**config.mk**
```make
export PLATFORM = sky130hd
export DESIGN_NAME = ram64_loader
export DESIGN_NICKNAME = d
export VERILOG_FILES = /design/src/rtl/ram64_loader.sv
export SDC_FILE = /design/constraint.sdc
export NUM_CORES = 1
export LEC_CHECK = 0
export CORE_ASPECT_RATIO = 0.8
export CORE_UTILIZATION = 54
export CTS_CLUSTER_SIZE = 25
export DETAILED_ROUTE_END_ITERATION = 6
export PLACE_DENSITY = 0.8
export REMOVE_ABC_BUFFERS = 1
export SYNTH_ARGS = -nofsm -noshare
export SYNTH_HDL_FRONTEND = slang
export SYNTH_SLANG_ARGS = --single-unit
```
**constraint.sdc**
```tcl
create_clock -name clk -period 4.7 [get_ports clk]
set_clock_uncertainty 0.2 [all_clocks]
set_input_delay 1.41 -clock clk [delete_from_list [all_inputs] [get_ports clk]]
set_output_delay 1.41 -clock clk [all_outputs]
set_load 0.05 [all_outputs]
```
**src/rtl/ram64_loader.sv**
```systemverilog
// Streams COUNT words into a RAM64 over valid/ready, then reads the region back and
// compares a 16-bit read checksum against the write checksum.
module ram64_loader #(
    parameter int unsigned START_ADDR = 0,
    parameter int unsigned COUNT      = 64
) (
    input  logic        clk,
    input  logic        reset_n,
    input  logic        start,
    input  logic [15:0] s_data,
    input  logic        s_valid,
    output logic        s_ready,
    output logic [15:0] ram_in,
    output logic [5:0]  ram_addr,
    output logic        ram_load,
    input  logic [15:0] ram_out,
    output logic        busy,
    output logic        done,
    output logic        error,
    output logic [15:0] checksum
);

    typedef enum logic [1:0] {StIdle, StWrite, StVerify, StDone} state_e;

    localparam logic [5:0] StartPtr = 6'(START_ADDR);
    localparam logic [6:0] LastIdx  = 7'(COUNT - 1);

    state_e      state_q, state_d;
    logic [5:0]  ptr_q, ptr_d;
    logic [6:0]  cnt_q, cnt_d;
    logic [15:0] wsum_q, wsum_d;
    logic [15:0] rsum_q, rsum_d;
    logic [15:0] checksum_q, checksum_d;
    logic        error_q, error_d;
    logic [15:0] rsum_next;
    logic        last;

    always_ff @(posedge clk) begin
        if (!reset_n) begin
            state_q    <= StIdle;
            ptr_q      <= '0;
            cnt_q      <= '0;
            wsum_q     <= '0;
            rsum_q     <= '0;
            checksum_q <= '0;
            error_q    <= 1'b0;
        end else begin
            state_q    <= state_d;
            ptr_q      <= ptr_d;
            cnt_q      <= cnt_d;
            wsum_q     <= wsum_d;
            rsum_q     <= rsum_d;
            checksum_q <= checksum_d;
            error_q    <= error_d;
        end
    end

    always_comb begin
        state_d    = state_q;
        ptr_d      = ptr_q;
        cnt_d      = cnt_q;
        wsum_d     = wsum_q;
        rsum_d     = rsum_q;
        checksum_d = checksum_q;
        error_d    = error_q;
        rsum_next  = rsum_q + ram_out;
        last       = (cnt_q == LastIdx);
        unique case (state_q)
            StIdle: begin
                if (start) begin
                    state_d = StWrite;
                    ptr_d   = StartPtr;
                    cnt_d   = '0;
                    wsum_d  = '0;
                    rsum_d  = '0;
                    error_d = 1'b0;
                end
            end
            StWrite: begin
                if (s_valid) begin
                    wsum_d = wsum_q + s_data;
                    ptr_d  = ptr_q + 6'd1;
                    cnt_d  = cnt_q + 7'd1;
                    if (last) begin
                        state_d = StVerify;
                        ptr_d   = StartPtr;
                        cnt_d   = '0;
                    end
                end
            end
            StVerify: begin
                rsum_d = rsum_next;
                ptr_d  = ptr_q + 6'd1;
                cnt_d  = cnt_q + 7'd1;
                if (last) begin
                    error_d    = (rsum_next != wsum_q);
                    checksum_d = wsum_q;
                    state_d    = StDone;
                end
            end
            StDone:  state_d = StIdle;
            default: state_d = StIdle;
        endcase
    end

    // Write strobe is gated by reset so a synchronous reset can never coincide with a RAM write.
    always_comb begin
        s_ready  = reset_n && (state_q == StWrite);
        ram_load = s_ready && s_valid;
        ram_in   = (state_q == StWrite) ? s_data : 16'h0000;
        ram_addr = (state_q == StWrite || state_q == StVerify) ? ptr_q : StartPtr;
        busy     = (state_q == StWrite || state_q == StVerify);
        done     = (state_q == StDone);
        error    = error_q;
        checksum = checksum_q;
    end

endmodule
```
Word-level counts from Yosys, hierarchy flattened
Cells that the tools add are included.
- output and inout port bits: 43
- logic and storage cells: 55
- bits in registers: 64
- muxes and demuxes: 22
- equal/unequal tests: 9
- reductions and logical operators: 13
- add/sub/neg operators: 4
- operators by type and width (kind ; count):
    16-bit one-hot mux with 2 select lines ; 2
    16-bit 2-to-1 mux ; 3
    16-bit adder ; 2
    6-bit 2-to-1 mux ; 4
    7-bit 2-to-1 mux ; 3
    7-bit one-hot mux with 3 select lines ; 1
    6-bit one-hot mux with 3 select lines ; 1
    16-bit != test ; 1
    3-bit AND reduction ; 3
    2-bit 2-to-1 mux ; 4
    2-bit != test (second input constant) ; 4
    2-bit one-hot mux with 4 select lines ; 1
    7-bit by 1-bit adder with 7-bit output (second input constant) ; 1
    7-bit by 6-bit equality test with 1-bit output (second input constant) ; 1
    6-bit by 1-bit adder with 6-bit output (second input constant) ; 1
    2-bit equality test (second input constant) ; 2
    2-bit AND reduction ; 2
    4-bit AND reduction ; 1
    2-bit nonzero test ; 2
    3-bit nonzero test ; 1
    2-bit by 1-bit equality test with 1-bit output (second input constant) ; 1
    1-bit logical AND ; 2
    2-bit zero test ; 1
    1-bit 2-to-1 mux ; 2
    2 further kinds ; 2

Longest topological paths before layout
- depth in word-level cells: 4
- mapped depth: 11

Worst setup path after synthesis
Ideal clock, no wire load.
- path kind: in2out
- from: input port reset_n
- to: output port ram_load
- setup slack: 927 ps
- arrival: 2163 ps
- data required time: 3090 ps
- path buffers: 1
- stages: 2
- cell sequence: clkbuf_1 and3_1
- word-level cells in the longest chain between the ends: 2
- ends and longest elaborated chain (element ; line ; source):
    start, declared ; 8 ; input logic reset_n,
    1-bit logical AND ; 108 ; s_ready = reset_n && (state_q == StWrite);
    1-bit logical AND ; 109 ; ram_load = s_ready && s_valid;
    end, declared ; 15 ; output logic ram_load,
Every way passes these cells.

Worst setup path in the final report
- from: input port ram_out[0]
- to: register error_q, in the netlist error
- word-level cells in the longest chain between the ends: 4
- ends and longest elaborated chain (element ; line ; source):
    start, declared ; 16 ; input logic [15:0] ram_out,
    16-bit adder ; 66 ; rsum_next = rsum_q + ram_out;
    16-bit != test ; 96 ; error_d = (rsum_next != wsum_q);
    1-bit 2-to-1 mux ; 95 ; if (last) begin
    1-bit one-hot mux with 2 select lines ; 68 ; unique case (state_q)
    end signal, assigned ; 54 ; error_q <= error_d;
    end, declared ; 34 ; logic error_q, error_d;
Every way passes these cells. The select of a mux whose other input is x is not followed.
A chain may end at the register's enable or synchronous reset.

==> impl_metrics.py <==
metrics = {
    "power": {
        "p_leak_nw": 2.27,
        "power_density_mw_per_mm2": 398,
        "total_power_w": 0.00225,
        "irDropWorstVdd_v": 0.000235,
    },
    "finish": {
        "multi_input_area_mm2": 0.00317,
        "register_area_mm2": 0.00128,
        "fill_cells": 697,
        "fin_util": 0.697,
        "area_delta_synth_final_pct": 21.9,
        "final_layout_size_suffix_gt1_frac": 0.0836,
        "final_nets": 727,
        "antenna_cells": 0,
    },
    "timing": {
        "fin_crit_sh": 0.924,
        "finalSetupViolCount": 0,
        "finalHoldViolations": 0,
        "max_freq_mhz": 230,
        "setup-tns-final_ns": 0,
        "final_max_slew_viol_count": 0,
        "worst_pin_slew_ns": 1.20,
        "layout_min_cycle_time_ns": 4.34,
        "slew_headroom": 0.192,
        "rsz0062_at_grt": "no",
        "holdWs_ns": 0.255,
    },
    "logic_synthesis": {
        "syn_area_mm2": 0.00465,
        "synth_compound_area_frac": 0.251,
        "synth_ff_type": "dfxtp_1",
        "async_flop_share": 0,
        "synth-simple-area-share": 0.242,
        "synth.area.mux_share": 0.0108,
        "synth-xor-area-share": 0.0719,
        "synth_top_family_by_area": "compound AO/OA/AOI/OAI gates",
        "synth_edf_count": 0,
        "yosysSeqAreaShare": 0.276,
        "yosys.area_share.adder": 0.106,
        "synth_area_leaders": "dfxtp_1 (28%), ha_1 (9.7%), a21oi_1 (5.1%)",
        "ys_types": 68,
        "synth-seq-cells": 64,
        "syn-instance-count": 590,
        "post-synth-top-area-fraction": 0.276,
        "yosysTopAreaCell": "dfxtp_1",
        "ys_warn_count": 0,
        "syn_area_per_cell_um2": 7.88,
    },
    "clock_network": {
        "h-tree-depth": 3,
        "clkTransAtPathRegs_ns": 0.08,
        "cts_setup_buffers": 0,
        "cts_buffers": 9,
        "cts_tree": "yes",
        "cts.sink_count": 64,
        "cts_hold_buf": 0,
        "clock_path_buffers": 2,
        "ctsResizeCount": 0,
        "clkLatencyLatePin_ns": 0.35,
        "clockRootBuffer": "clkbuf_8",
    },
    "drt": {
        "route.met3.wl_um": 872,
        "wl_met2_um": 5600,
        "wl_per_cell_um": 16.3,
        "wl_met1_um": 5830,
        "drc_errors": 0,
        "vias": 4625,
        "antenna_left": 0,
        "viasPerCell": 6.04,
        "wl_um": 12500,
        "top_layer": "met4",
        "drt_pass1_iterations": 5,
        "drt_iter0_markers": 292,
    },
    "job": {
        "maxCapViolCount": 0,
    },
    "worst_setup_path": {
        "reg2reg_from": "rsum_q[0]$_SDFFE_PN0P_",
        "criticalPathCategory": "primary input to flip-flop",
        "cp.arrival_ns": 4.39,
        "start_kind": "primary input",
        "cp_cell_sequence": "clkdlybuf4s50_1 -> ha_1 -> inv_1 -> fa_1 -> nor2b_1 -> o31a_1 -> o31ai_2 -> a211oi_1 -> xnor2_1 -> nand4_1 -> nor4_1 -> a31oi_1",
        "crit_start": "ram_out[0]",
        "worst_path_max_delay_cell": "clkdlybuf4s50_1",
        "path_max_fanout": 8,
        "end_kind": "flip-flop",
        "cp.required_ns": 4.74,
        "r2r_setup_slack_ns": 1.53,
        "max_stage_delay_ns": 0.46,
    },
    "outcome": {
        "outcome": "finished clean",
    },
    "floorplanning": {
        "row_count": 29,
        "die_x_um": 106,
        "core_area_mm2": 0.00813,
        "start_util": 0.572,
        "num_io_pins": 79,
        "die-area_mm2": 0.00899,
        "dieHeight_um": 85.0,
    },
    "global_route": {
        "grt_overflow": 0,
        "grt_pass1_wl_um": 20300,
        "track_usage": 0.284,
        "first_global_vias": 4235,
        "grt_max_degree": 29,
        "antenna_found_initial": 0,
    },
    "worst_hold_path": {
        "hp-start": "checksum[14]$_SDFFE_PN0P_",
        "holdCritPathClass": "flip-flop to flip-flop",
    },
    "placed_design": {
        "globalplace.congestion": 0.921,
        "place.port_buffers": 78,
        "dp_hpwl_um": 9300,
    },
}
[cell usage in the layout, fill, tap and decap left out, types with 5 or more instances in the layout]
master	synthesis	routed
nor2b_1	6	6
nor3_1	19	19
clkdlybuf4s50_1	0	60
a22oi_1	21	21
nand3_1	27	27
and2_1	26	26
nand4_1	10	10
o21ai_1	5	5
dfxtp_1	64	64
clkbuf_8	0	10
inv_1	19	19
o21a_1	9	9
o21ai_0	19	19
a21oi_1	47	47
or3_1	8	8
xnor2_1	20	20
nand2_1	53	53
ha_1	36	36
buf_4	1	21
nor2_1	61	61
xor2_1	11	11
a21o_1	12	12
[synthesized netlist by cell type, types with 8 or more instances]
cell / n
o21a_1: 9
a21o_1: 12
xor2_1: 11
and2_1: 26
nand2_1: 53
nor3_1: 19
clkbuf_1: 24
nand3_1: 27
nand4_1: 10
dfxtp_1: 64
ha_1: 36
inv_1: 19
a21oi_1: 47
o21ai_0: 19
a22oi_1: 21
nor2_1: 61
xnor2_1: 20
or3_1: 8
[per-layer routing]
layer  track usage  vias to the layer above
met4        0.0694                        0
met1         0.399                     2158
met2         0.444                      179
met3        0.0599                       19
li1              -                     2269
met5             0                        -
[power by group]
part	switching, W	internal (W)
sequential	0.0000536	0.000587
combinational	0.000715	0.000404
clock	0.000235	0.000261
[layout make-up]
cell class | instances | area share
clock buffer | 10 | 0.0243
clock inverter | 6 | 0.0119
inverter | 20 | 0.0132
multi-input combinational | 475 | 0.560
sequential | 64 | 0.226
tap | 108 | 0.0238
timing repair buffer | 83 | 0.141
[final timing paths]
check	to	depth (start not counted)
worst max-delay path	error$_SDFFE_PN0P_	12
worst min register to register	checksum[14]$_SDFFE_PN0P_	2
worst max register to register	error$_SDFFE_PN0P_	11
worst min-delay path	checksum[14]$_SDFFE_PN0P_	2
[registers in the layout, summed over array words and instances, names as in the netlist]
signal and cells:
cnt_q 7, checksum 16, error 1, ptr_q 6, wsum_q 16, rsum_q 16, state_q 2
[stage by stage]
stage | instance area (µm²) | worst slack (ns) | cells
2_1_floorplan | 4520 | 0.944 | 559
3_3_place_gp | 5460 | 0.148 | 750
3_5_place_dp | 5460 | 0.0430 | 750
4_1_cts | 5670 | 0.407 | 766
5_1_grt | 5670 | 0.162 | 766
6_report | 5670 | 0.359 | 766
[cell families after synthesis]
family / count (synthesis)
AND/OR/NAND/NOR: 231
flip-flops: 64
AO/OA/AOI/OAI: 167
XOR/XNOR: 34
buffers and inverters: 51
multiplexers: 5
adder cells (fa/ha/maj): 38
[critical path, delay by kind of cell]
kind,cells,cell delay (ns)
fa+ha+maj,2,0.62
buf+inv,2,0.53
compound gates,4,1.02
simple gates,3,0.63
xor+xnor,1,0.17
Power figures use the tool's default switching activity.
